==> config.mk <==
export PLATFORM = sky130hd
export DESIGN_NAME = digi_ota_seq_flat
export DESIGN_NICKNAME = d
export VERILOG_FILES = /design/src/rtl/digi_ota_pkg.sv /design/src/rtl/digi_ota_seq_if.sv /design/src/rtl/digi_ota_sync2.sv /design/src/rtl/digi_ota_seq.sv /design/src/flat_wrapper.sv
export SDC_FILE = /design/constraint.sdc
export NUM_CORES = 1
export LEC_CHECK = 0
export CAP_MARGIN = 20
export CORE_MARGIN = 3
export CORE_UTILIZATION = 45
export CTS_CLUSTER_DIAMETER = 40
export DETAILED_ROUTE_END_ITERATION = 16
export MAX_ROUTING_LAYER = met4
export PLACE_DENSITY = 0.67
export SLEW_MARGIN = 40
export SYNTH_ARGS = -nofsm -noshare
export SYNTH_HDL_FRONTEND = slang
export SYNTH_SLANG_ARGS = --single-unit
==> constraint.sdc <==
create_clock -name clk -period 1.75 [get_ports clk]
set_input_delay 0.35 -clock clk [delete_from_list [all_inputs] [get_ports clk]]
set_output_delay 0.35 -clock clk [all_outputs]
set_load 0.005 [all_outputs]
==> src/rtl/digi_ota_pkg.sv <==
// rtl/digi_ota_pkg.sv - shared types and defaults for the digital OTA sequencer
package digi_ota_pkg;

  typedef enum logic [2:0] {
    ST_IDLE,
    ST_CAL_AZ,
    ST_CAL_BIT,
    ST_RUN_AZ,
    ST_RUN_SETTLE,
    ST_RUN_SAMPLE,
    ST_RUN_OFF
  } state_t;

  localparam int DEF_TRIM_W     = 4;
  localparam int DEF_AZ_CYC     = 8;
  localparam int DEF_SETTLE_CYC = 4;
  localparam int DEF_VOTE_N     = 3;
  localparam int DEF_PERIOD     = 32;

  // Midscale trim: MSB set, all other bits clear.
  function automatic logic [31:0] trim_mid(input int w);
    return 32'(1) << (w - 1);
  endfunction

endpackage

==> src/rtl/digi_ota_seq_if.sv <==
// rtl/digi_ota_seq_if.sv - pin-side control/status bundle between tt_um top and OTA sequencer
interface digi_ota_seq_if #(parameter int TRIM_W = 4);
  logic              ena;
  logic              start_cal;
  logic              cmp_in;
  logic              ota_en;
  logic              az_en;
  logic [TRIM_W-1:0] trim;
  logic              sample;
  logic              sample_valid;
  logic              cal_done;
  logic              busy;

  modport master (
    output ena, start_cal, cmp_in,
    input  ota_en, az_en, trim, sample, sample_valid, cal_done, busy
  );

  modport slave (
    input  ena, start_cal, cmp_in,
    output ota_en, az_en, trim, sample, sample_valid, cal_done, busy
  );
endinterface

==> src/rtl/digi_ota_sync2.sv <==
// rtl/digi_ota_sync2.sv - two-flop synchroniser, async active-low reset to 0
module digi_ota_sync2 (
  input  logic clk,
  input  logic rst_n,
  input  logic d,
  output logic q
);
  logic meta;

  always_ff @(posedge clk or negedge rst_n) begin
    if (!rst_n) begin
      meta <= 1'b0;
      q    <= 1'b0;
    end else begin
      meta <= d;
      q    <= meta;
    end
  end
endmodule

==> src/rtl/digi_ota_seq.sv <==
// rtl/digi_ota_seq.sv - OTA sequencer: auto-zero + SAR trim calibration, then periodic
// auto-zero / settle / majority-vote sample / power-down loop
module digi_ota_seq
  import digi_ota_pkg::*;
#(
  parameter int TRIM_W     = DEF_TRIM_W,
  parameter int AZ_CYC     = DEF_AZ_CYC,
  parameter int SETTLE_CYC = DEF_SETTLE_CYC,
  parameter int VOTE_N     = DEF_VOTE_N,
  parameter int PERIOD     = DEF_PERIOD
) (
  input  logic           clk,
  input  logic           rst_n,
  digi_ota_seq_if.slave  bus
);
  localparam int CNT_W  = $clog2(PERIOD + 1);
  localparam int BIT_W  = (TRIM_W > 1) ? $clog2(TRIM_W) : 1;
  localparam int VOTE_W = $clog2(VOTE_N + 1);

  localparam logic [TRIM_W-1:0] MID        = TRIM_W'(trim_mid(TRIM_W));
  localparam logic [CNT_W-1:0]  AZ_LAST    = CNT_W'(AZ_CYC - 1);
  localparam logic [CNT_W-1:0]  SET_LAST   = CNT_W'(SETTLE_CYC - 1);
  localparam logic [CNT_W-1:0]  SETTLE_END = CNT_W'(AZ_CYC + SETTLE_CYC - 1);
  localparam logic [CNT_W-1:0]  VOTE_END   = CNT_W'(AZ_CYC + SETTLE_CYC + VOTE_N);
  localparam logic [CNT_W-1:0]  PER_LAST   = CNT_W'(PERIOD - 1);
  localparam logic [VOTE_W-1:0] VOTE_HALF  = VOTE_W'(VOTE_N / 2);

  state_t            state;
  logic [CNT_W-1:0]  cnt;
  logic [BIT_W-1:0]  bit_idx;
  logic [VOTE_W-1:0] votes;
  logic [TRIM_W-1:0] trim;
  logic              ota_en, az_en, sample, sample_valid, cal_done, busy;
  logic              cmp_s;
  logic              cal_req;

  digi_ota_sync2 u_sync (
    .clk   (clk),
    .rst_n (rst_n),
    .d     (bus.cmp_in),
    .q     (cmp_s)
  );

  // start_cal is ignored while a calibration is already running
  assign cal_req = (bus.start_cal && state != ST_CAL_AZ && state != ST_CAL_BIT) ||
                   (state == ST_IDLE && !cal_done);

  always_ff @(posedge clk or negedge rst_n) begin
    if (!rst_n) begin
      state        <= ST_IDLE;
      cnt          <= '0;
      bit_idx      <= '0;
      votes        <= '0;
      trim         <= MID;
      ota_en       <= 1'b0;
      az_en        <= 1'b0;
      sample       <= 1'b0;
      sample_valid <= 1'b0;
      cal_done     <= 1'b0;
      busy         <= 1'b0;
    end else begin
      sample_valid <= 1'b0;
      if (!bus.ena) begin
        state  <= ST_IDLE;
        ota_en <= 1'b0;
        az_en  <= 1'b0;
        busy   <= 1'b0;
        if (bus.start_cal) cal_done <= 1'b0;
      end else if (cal_req) begin
        state    <= ST_CAL_AZ;
        cnt      <= '0;
        trim     <= MID;
        cal_done <= 1'b0;
        ota_en   <= 1'b1;
        az_en    <= 1'b1;
        busy     <= 1'b1;
      end else begin
        case (state)
          ST_IDLE: begin
            state  <= ST_RUN_AZ;
            cnt    <= '0;
            ota_en <= 1'b1;
            az_en  <= 1'b1;
            busy   <= 1'b1;
          end
          ST_CAL_AZ: begin
            if (cnt == AZ_LAST) begin
              state                <= ST_CAL_BIT;
              cnt                  <= '0;
              bit_idx              <= BIT_W'(TRIM_W - 1);
              trim[TRIM_W-1]       <= 1'b1;
            end else begin
              cnt <= cnt + CNT_W'(1);
            end
          end
          ST_CAL_BIT: begin
            if (cnt == SET_LAST) begin
              cnt           <= '0;
              trim[bit_idx] <= cmp_s;
              if (bit_idx == '0) begin
                state    <= ST_RUN_AZ;
                cal_done <= 1'b1;
              end else begin
                bit_idx                    <= bit_idx - BIT_W'(1);
                trim[bit_idx - BIT_W'(1)]  <= 1'b1;
              end
            end else begin
              cnt <= cnt + CNT_W'(1);
            end
          end
          ST_RUN_AZ: begin
            cnt <= cnt + CNT_W'(1);
            if (cnt == AZ_LAST) begin
              state <= ST_RUN_SETTLE;
              az_en <= 1'b0;
            end
          end
          ST_RUN_SETTLE: begin
            cnt <= cnt + CNT_W'(1);
            if (cnt == SETTLE_END) begin
              state <= ST_RUN_SAMPLE;
              votes <= '0;
            end
          end
          ST_RUN_SAMPLE: begin
            // VOTE_N counting cycles, then one cycle to publish the vote
            cnt <= cnt + CNT_W'(1);
            if (cnt == VOTE_END) begin
              state        <= ST_RUN_OFF;
              sample       <= (votes > VOTE_HALF);
              sample_valid <= 1'b1;
              ota_en       <= 1'b0;
            end else begin
              votes <= votes + VOTE_W'(cmp_s);
            end
          end
          ST_RUN_OFF: begin
            if (cnt == PER_LAST) begin
              state  <= ST_RUN_AZ;
              cnt    <= '0;
              ota_en <= 1'b1;
              az_en  <= 1'b1;
            end else begin
              cnt <= cnt + CNT_W'(1);
            end
          end
          default: begin
            state  <= ST_IDLE;
            ota_en <= 1'b0;
            az_en  <= 1'b0;
            busy   <= 1'b0;
          end
        endcase
      end
    end
  end

  assign bus.ota_en       = ota_en;
  assign bus.az_en        = az_en;
  assign bus.trim         = trim;
  assign bus.sample       = sample;
  assign bus.sample_valid = sample_valid;
  assign bus.cal_done     = cal_done;
  assign bus.busy         = busy;
endmodule

==> src/flat_wrapper.sv <==
// flat-port wrapper written by rule: the top's interface ports become plain ports
module digi_ota_seq_flat import digi_ota_pkg::*;
#(
  parameter int TRIM_W     = DEF_TRIM_W,
  parameter int AZ_CYC     = DEF_AZ_CYC,
  parameter int SETTLE_CYC = DEF_SETTLE_CYC,
  parameter int VOTE_N     = DEF_VOTE_N,
  parameter int PERIOD     = DEF_PERIOD
)
  (clk, rst_n, bus_ena, bus_start_cal, bus_cmp_in, bus_ota_en, bus_az_en, bus_trim, bus_sample, bus_sample_valid, bus_cal_done, bus_busy);
  digi_ota_seq_if #(.TRIM_W(TRIM_W)) bus_i ();
  input  logic clk;
  input  logic rst_n;
  input wire logic [$bits(bus_i.ena)-1:0] bus_ena;
  input wire logic [$bits(bus_i.start_cal)-1:0] bus_start_cal;
  input wire logic [$bits(bus_i.cmp_in)-1:0] bus_cmp_in;
  output wire logic [$bits(bus_i.ota_en)-1:0] bus_ota_en;
  output wire logic [$bits(bus_i.az_en)-1:0] bus_az_en;
  output wire logic [$bits(bus_i.trim)-1:0] bus_trim;
  output wire logic [$bits(bus_i.sample)-1:0] bus_sample;
  output wire logic [$bits(bus_i.sample_valid)-1:0] bus_sample_valid;
  output wire logic [$bits(bus_i.cal_done)-1:0] bus_cal_done;
  output wire logic [$bits(bus_i.busy)-1:0] bus_busy;
  assign bus_i.ena = bus_ena;
  assign bus_i.start_cal = bus_start_cal;
  assign bus_i.cmp_in = bus_cmp_in;
  assign bus_ota_en = bus_i.ota_en;
  assign bus_az_en = bus_i.az_en;
  assign bus_trim = bus_i.trim;
  assign bus_sample = bus_i.sample;
  assign bus_sample_valid = bus_i.sample_valid;
  assign bus_cal_done = bus_i.cal_done;
  assign bus_busy = bus_i.busy;
  digi_ota_seq #(.TRIM_W(TRIM_W), .AZ_CYC(AZ_CYC), .SETTLE_CYC(SETTLE_CYC), .VOTE_N(VOTE_N), .PERIOD(PERIOD)) u_core (.clk(clk), .rst_n(rst_n), .bus(bus_i));
endmodule
==> qor.txt, run 1 <==
Cell count after synthesis -> 188
Die H -> 67.1 um
Final GP Congestion -> 0.978
Root buf cell -> clkbuf_8
Startpoint Class -> flop
Pwr Density -> 544 mW/mm^2
CTS tree -> built
Failing checks -> setup timing
Placed Cells incl. Taps -> 281
Pin count of the biggest net entering global routing -> 26
DRT Pass-1 Iters -> 4
Fin crit share -> 106%
Required @ worst endpoint -> 1960 ps
Global Route Usage Sum -> 23.0%
DRC Markers -> 0
Hold Crit Start -> u_core.u_sync.meta$_DFF_PN0_
Worst-path maximum fanout -> 4
I/O pin cnt -> 15
Htree depth -> 1
Post-synth cell types -> 61
RR Endpoint -> u_core.state[2]$_DFFE_PN0P_
Sequential area share after synthesis -> 37.3%
Vias per cell -> 5.91
Count of warnings emitted by yosys -> 0
Nets -> 252
CTS Hold Bufs -> 0
Final Power -> 1250 uW
Dpl hpwl -> 3390 um
Relative slew slack -> 75.4%
Arrival @ worst endpoint -> 2070 ps
Worst r2r path cells -> 5
Crit. End Element -> flop
First-pass GRT wire length -> 7490 um
Routed WL -> 4640 um
Starting Density -> 48.4%
Syn_area_per_cell -> 8.94 um^2
Non-Filler Instances -> 286
Seq cells post-synth -> 25
Min Hold Slack -> 364 ps
Clock slew at reported path FFs -> 90 ps
Most frequent cells in the layout -> buf_4, nand2_1, dfrtp_1, clkdlybuf4s50_1
Peak Freq -> 0.539 GHz
Clk_skew -> 4.75 ps
Leakage power -> 0.000965 uW
Initial antenna violation count -> 0
Worst-margin pin slew -> 360 ps
Clock Latency Late Sink -> 270 ps
Rows -> 21
Unrepaired setup endpoints after global routing -> true
Antenna cells -> 0
Critical path's largest stage delay -> 510 ps
Crit Path Class -> reg2reg
Most common cell after layout, fill and taps aside -> buf_4
R2r setup slk -> -110 ps
Max Cap Viol -> 0
Vias in the first global route -> 1563
Final Hold Vio Count -> 0
CP max-delay cell -> or4b_4
Hold endpoint -> u_core.u_sync.q$_DFF_PN0_
Worst reg2reg startpoint -> u_core.cnt[1]$_DFFE_PN0P_
Core ar. -> 0.00347 mm^2
Die ar. -> 0.00450 mm^2
Syn Nets -> 199
Share of cells above drive strength 1 -> 32.1%
Min-Delay Path Depth -> 0
PortBufs -> 14
Final antenna-violating net count -> 0
Wire per inst -> 16.2 um
CTS Buffer Depth -> 2
DR iter-0 viols -> 80
Ys flop type -> dfrtp_1
Final worst path period need -> 1860 ps
Area growth, synth to finish -> 36.4%
Total grt overflow -> 0
EDFF count, synth -> 0
Mapped Area -> 0.00168 mm^2
Outcome -> finished with violations
Final Max Tran Viols -> 0
Max rail drop VDD -> 0.000328 V
HP Class -> reg2reg
Worst setup margin -> -106 ps
Cts bufs inserted -> 3
Worst path cell trace -> ha_4 > or4b_4 > or3_4 > o22a_1 > nor2_2
Sink Count -> 25
Asr flop ratio synth -> 100%
Via count -> 1691
Horiz. Die Dim -> 67.1 um
Final Setup Violations -> 7
through the flow:
| step | TNS, ps | setup WS, ps | utilization [%] | cell area [um^2] |
|---|---|---|---|---|
| 6_report | -388 | -106 | 66.1 | 2290 |
| 5_1_grt | -1400 | -167 | 66.1 | 2290 |
| 4_1_cts | -221 | -83.0 | 63.6 | 2210 |
| 3_5_place_dp | -3120 | -347 | 61.6 | 2140 |
| 3_3_place_gp | -2290 | -307 | 61.6 | 2140 |
| 2_1_floorplan | -30.5 | -30.5 | - | 1690 |
synth_stat cells, types with 2 or more instances:
library cell	number	area, um^2
o21ai_0	18	90.1
o21a_1	2	15.0
o221a_2	2	22.5
o2111ai_1	2	17.5
inv_1	10	37.5
a21oi_1	11	55.1
a22oi_1	2	15.0
nand2_1	23	86.3
nor2_1	12	45.0
o22ai_1	2	12.5
buf_6	4	45.0
nor4_1	2	12.5
nand2b_1	2	12.5
nand3_1	6	30.0
dfrtp_1	24	601
nor3_1	5	25.0
ha_1	6	75.1
o21ai_1	2	10.0
nand4b_1	2	17.5
a2111oi_0	3	26.3
or3b_1	2	17.5
or3_1	3	18.8
a21o_1	2	15.0
nor2b_1	2	12.5
mux2i_1	2	20.0
clkbuf_1	2	7.51
per-layer routing:
metal | up-vias | global-route usage [%] | wire length (um)
met4 | 0 | 8.35 | 52
met3 | 4 | 2.02 | 247
met5 | - | - | 0
met1 | 827 | 32.2 | 2090
met2 | 57 | 34.5 | 2250
li1 | 803 | - | -
final cells by class:
type	instances	area [um^2]
Sequential cell	25	628
Tap cell	46	57.6
Multi-Input combinational cell	144	1050
Timing Repair Buffer	57	469
Clock buffer	4	45.0
Fill cell	305	1180
Inverter	10	37.5
critical path: cells and delay by family, from the launching register on:
family,cells,cell delay (ps)
AND/OR/NAND/NOR,3,1010
flip-flops,1,400
AO/OA/AOI/OAI,1,220
adder cells (fa/ha/maj),1,160
worst max path at each step:
| stage | startpoint | end | slack, ps | cells after the start |
|---|---|---|---|---|
| after global placement | bus_start_cal | u_core.bus.sample$_DFFE_PN0P_ | -310 | 5 |
| after floorplan | u_core.cnt[0]$_DFFE_PN0P_ | u_core.state[0]$_DFFE_PN0P_ | -30 | 6 |
| final | u_core.cnt[1]$_DFFE_PN0P_ | u_core.state[2]$_DFFE_PN0P_ | -110 | 5 |
| after global routing | u_core.cnt[1]$_DFFE_PN0P_ | u_core.state[2]$_DFFE_PN0P_ | -170 | 5 |
| after detailed placement | bus_start_cal | u_core.bus.sample$_DFFE_PN0P_ | -350 | 5 |
| after CTS | u_core.cnt[1]$_DFFE_PN0P_ | u_core.state[0]$_DFFE_PN0P_ | -80 | 6 |
logic make-up (layout without fill, tap and decap cells):
| logic type | count (synthesis) | count (layout) | synth area share [%] |
|---|---|---|---|
| buffers and inverters | 19 | 71 | 6.40 |
| DFF | 25 | 25 | 37.3 |
| xor gates and xnor gates | 1 | 1 | 0.521 |
| AOI/OAI and AO/OA | 62 | 62 | 26.4 |
| adders and majority gates | 6 | 6 | 4.47 |
| muxes | 3 | 3 | 1.86 |
| and+or+nand+nor | 72 | 72 | 23.1 |
registers in the layout, summed over array words and instances, names as in the netlist:
| register | cells |
|---|---|
| u_core.bus.sample_valid | 1 |
| u_core.bus.ota_en | 1 |
| u_core.bus.trim | 4 |
| u_core.votes | 2 |
| u_core.bus.az_en | 1 |
| u_core.u_sync.q | 1 |
| u_core.u_sync.meta | 1 |
| u_core.state | 3 |
| u_core.bus.busy | 1 |
| u_core.cnt | 6 |
| u_core.bus.cal_done | 1 |
| u_core.bus.sample | 1 |
| u_core.bit_idx | 2 |
power by group:
part | leakage [uW] | internal [uW] | total (uW) | switching [uW]
Combinational | 0.000615 | 132 | 271 | 139
Sequential | 0.000327 | 599 | 621 | 22.1
Clock | 0.0000228 | 163 | 356 | 192
repair_timing:
item / in CTS / in global routing
setup buffers: 0 / 2
pin swaps: 1 / 7
setup endpoints to repair: 14 / 21
gates resized for setup: 8 / 22
gates cloned: 0 / 0
(Power assumes the default switching activity.)
==> run 2: changes to the inputs <==
--- a/config.mk
+++ b/config.mk
@@ -6,7 +6,7 @@
 export NUM_CORES = 1
 export LEC_CHECK = 0
 export CAP_MARGIN = 20
-export CORE_MARGIN = 3
+export CORE_MARGIN = 4
 export CORE_UTILIZATION = 45
 export CTS_CLUSTER_DIAMETER = 40
 export DETAILED_ROUTE_END_ITERATION = 16
==> qor.txt, run 2 (synthesis results as in run 1) <==
Outcome -> finished with violations (unchanged)
Failing checks -> setup timing (unchanged)
Fin Setup TNS -> -351 ps (was -388 ps)
Die H -> 69.1 um (was 67.1 um)
Htree depth -> 1 (unchanged)
Final worst path period need -> 1860 ps (about the same)
DRT Pass-1 Iters -> 4 (unchanged)
Pin count of the biggest net entering global routing -> 26 (unchanged)
Pre-CTS setup slack -> -348 ps (was -347 ps)
Global Route Usage Sum -> 20.1% (was 23.0%)
Routed WL -> 4490 um (was 4640 um)
DRC Markers -> 0 (unchanged)
Root buf cell -> clkbuf_8 (unchanged)
Required @ worst endpoint -> 1930 ps (was 1960 ps)
HP Class -> reg2reg (unchanged)
Leakage power -> 0.000939 uW (was 0.000965 uW)
Fin crit share -> 106% (about the same)
CTS Buffer Depth -> 2 (unchanged)
CTS tree -> built (unchanged)
Startpoint Class -> flop (unchanged)
Worst setup margin -> -111 ps (was -106 ps)
Arrival @ worst endpoint -> 2040 ps (was 2070 ps)
Unrepaired setup endpoints after global routing -> true (unchanged)
CTS Hold Bufs -> 0 (unchanged)
Regs by FF count -> u_core.cnt x6, u_core.bus.trim x4, u_core.state x3 (unchanged)
Max Cap Viol -> 0 (unchanged)
Pwr Density -> 548 mW/mm^2 (was 544 mW/mm^2)
Most common cell after layout, fill and taps aside -> buf_4 (unchanged)
Antenna cells -> 0 (unchanged)
Sink Count -> 25 (unchanged)
Most frequent cells in the layout -> buf_4, dfrtp_1, nand2_1, o21ai_0, clkdlybuf4s50_1 (was buf_4, nand2_1, dfrtp_1, clkdlybuf4s50_1)
Crit Path Class -> reg2reg (unchanged)
Largest Register -> u_core.cnt (unchanged)
Wire per inst -> 15.9 um (was 16.2 um)
Final Setup Violations -> 8 (was 7)
Max rail drop VDD -> 0.000397 V (was 0.000328 V)
Worst path bufs/invs -> 1 (was 0)
Worst-path maximum fanout -> 4 (unchanged)
Starting Density -> 48.4% (unchanged)
Final GP Congestion -> 0.908 (was 0.978)
PortBufs -> 14 (unchanged)
Vias per cell -> 6.00 (was 5.91)
Horiz. Die Dim -> 69.1 um (was 67.1 um)
Core ar. -> 0.00347 mm^2 (unchanged)
Rows -> 21 (unchanged)
Final antenna-violating net count -> 0 (unchanged)
Peak Freq -> 0.537 GHz (was 0.539 GHz)
Total grt overflow -> 0 (unchanged)
Clk_skew -> 2.04 ps (was 4.75 ps)
Share of cells above drive strength 1 -> 31.4% (was 32.1%)
Area growth, synth to finish -> 34.1% (was 36.4%)
Clock slew at reported path FFs -> 90 ps (about the same)
Clock Latency Late Sink -> 280 ps (was 270 ps)
Cts bufs inserted -> 3 (unchanged)
Dpl hpwl -> 3300 um (was 3390 um)
Critical path's largest stage delay -> 470 ps (was 510 ps)
Worst path cell trace -> ha_4 > or3b_4 > buf_4 > o21ai_0 > a2111oi_0 > a311oi_1 > o21a_1 (was ha_4 > or4b_4 > or3_4 > o22a_1 > nor2_2)
Final Hold Vio Count -> 0 (unchanged)
CP top delay family -> compound AO/OA/AOI/OAI gates (was simple AND/OR/NAND/NOR gates)
Relative slew slack -> 66.9% (was 75.4%)
Worst-margin pin slew -> 491 ps (was 360 ps)
Initial antenna violation count -> 0 (unchanged)
I/O pin cnt -> 15 (unchanged)
Crit. End Element -> flop (unchanged)
CP max-delay cell -> a2111oi_0 (was or4b_4)
Final Max Tran Viols -> 0 (unchanged)
Die ar. -> 0.00478 mm^2 (was 0.00450 mm^2)
Nets -> 248 (was 252)
Min Hold Slack -> 363 ps (was 364 ps)
Max reg flops -> 6 (unchanged)
DR iter-0 viols -> 150 (was 80)
Via count -> 1691 (unchanged)
Vias in the first global route -> 1690 (was 1563)
First-pass GRT wire length -> 7780 um (was 7490 um)
[run 2: power breakdown]
group          leakage [uW]  switching [uW]  internal (uW)
sequential         0.000328            19.9            598
clock             0.0000255             195            160
combinational      0.000586             136            125
[run 2: area by class of cell]
| type | instances | area, um^2 |
|---|---|---|
| Clock inverter | 1 | 5.00 |
| Fill cell | 301 | 1210 |
| Clock buffer | 3 | 41.3 |
| Multi-Input combinational cell | 144 | 1040 |
| Tap cell | 46 | 57.6 |
| Timing Repair Buffer | 53 | 444 |
| Inverter | 10 | 37.5 |
| Sequential cell | 25 | 627 |
[run 2: per-layer routing]
metal,global-route usage [%],vias to the layer above,share of wire [%]
met5,-,-,0
met4,6.07,0,2.0
met3,4.80,15,6.2
met2,30.7,63,46
met1,26.3,819,46
li1,-,794,-
[run 2: worst paths after layout]
path                       slack (ps)                             end  cells after the start                          from
setup / recovery                 -110     u_core.state[0]$_DFFE_PN0P_                      7     u_core.cnt[0]$_DFFE_PN0P_
hold / removal                    360       u_core.u_sync.q$_DFF_PN0_                      0  u_core.u_sync.meta$_DFF_PN0_
setup reg to reg                 -110     u_core.state[0]$_DFFE_PN0P_                      7     u_core.cnt[0]$_DFFE_PN0P_
hold reg to reg                   360       u_core.u_sync.q$_DFF_PN0_                      0  u_core.u_sync.meta$_DFF_PN0_
max in group asynchronous        1020  u_core.bus.trim[3]$_DFFE_PN1P_                      2                         rst_n
min in group asynchronous         430  u_core.bus.trim[2]$_DFFE_PN0P_                      2                         rst_n
[run 2: worst reg2reg max path: stages (launching register included)]
cell	delay [ps]
dfrtp_1	420
ha_4	180
or3b_4	230
buf_4	110
o21ai_0	80
a2111oi_0	470
a311oi_1	90
o21a_1	190
[run 2: per-stage QoR]
step	power [uW]	cell area (um^2)	cells	utilization [%]
6_report	1230	2250	282	65.0
5_1_grt	1310	2250	282	65.0
4_1_cts	1230	2200	281	63.5
3_5_place_dp	872	2110	276	60.9
3_3_place_gp	861	2110	276	60.9
2_1_floorplan	753	1690	188	-
[run 2: repair_timing]
| item | in CTS | in global routing |
|---|---|---|
| setup buffers | 1 | 1 |
| pin swaps | 0 | 5 |
| endpoints found under the setup margin | 14 | 19 |
| resized for setup | 13 | 10 |
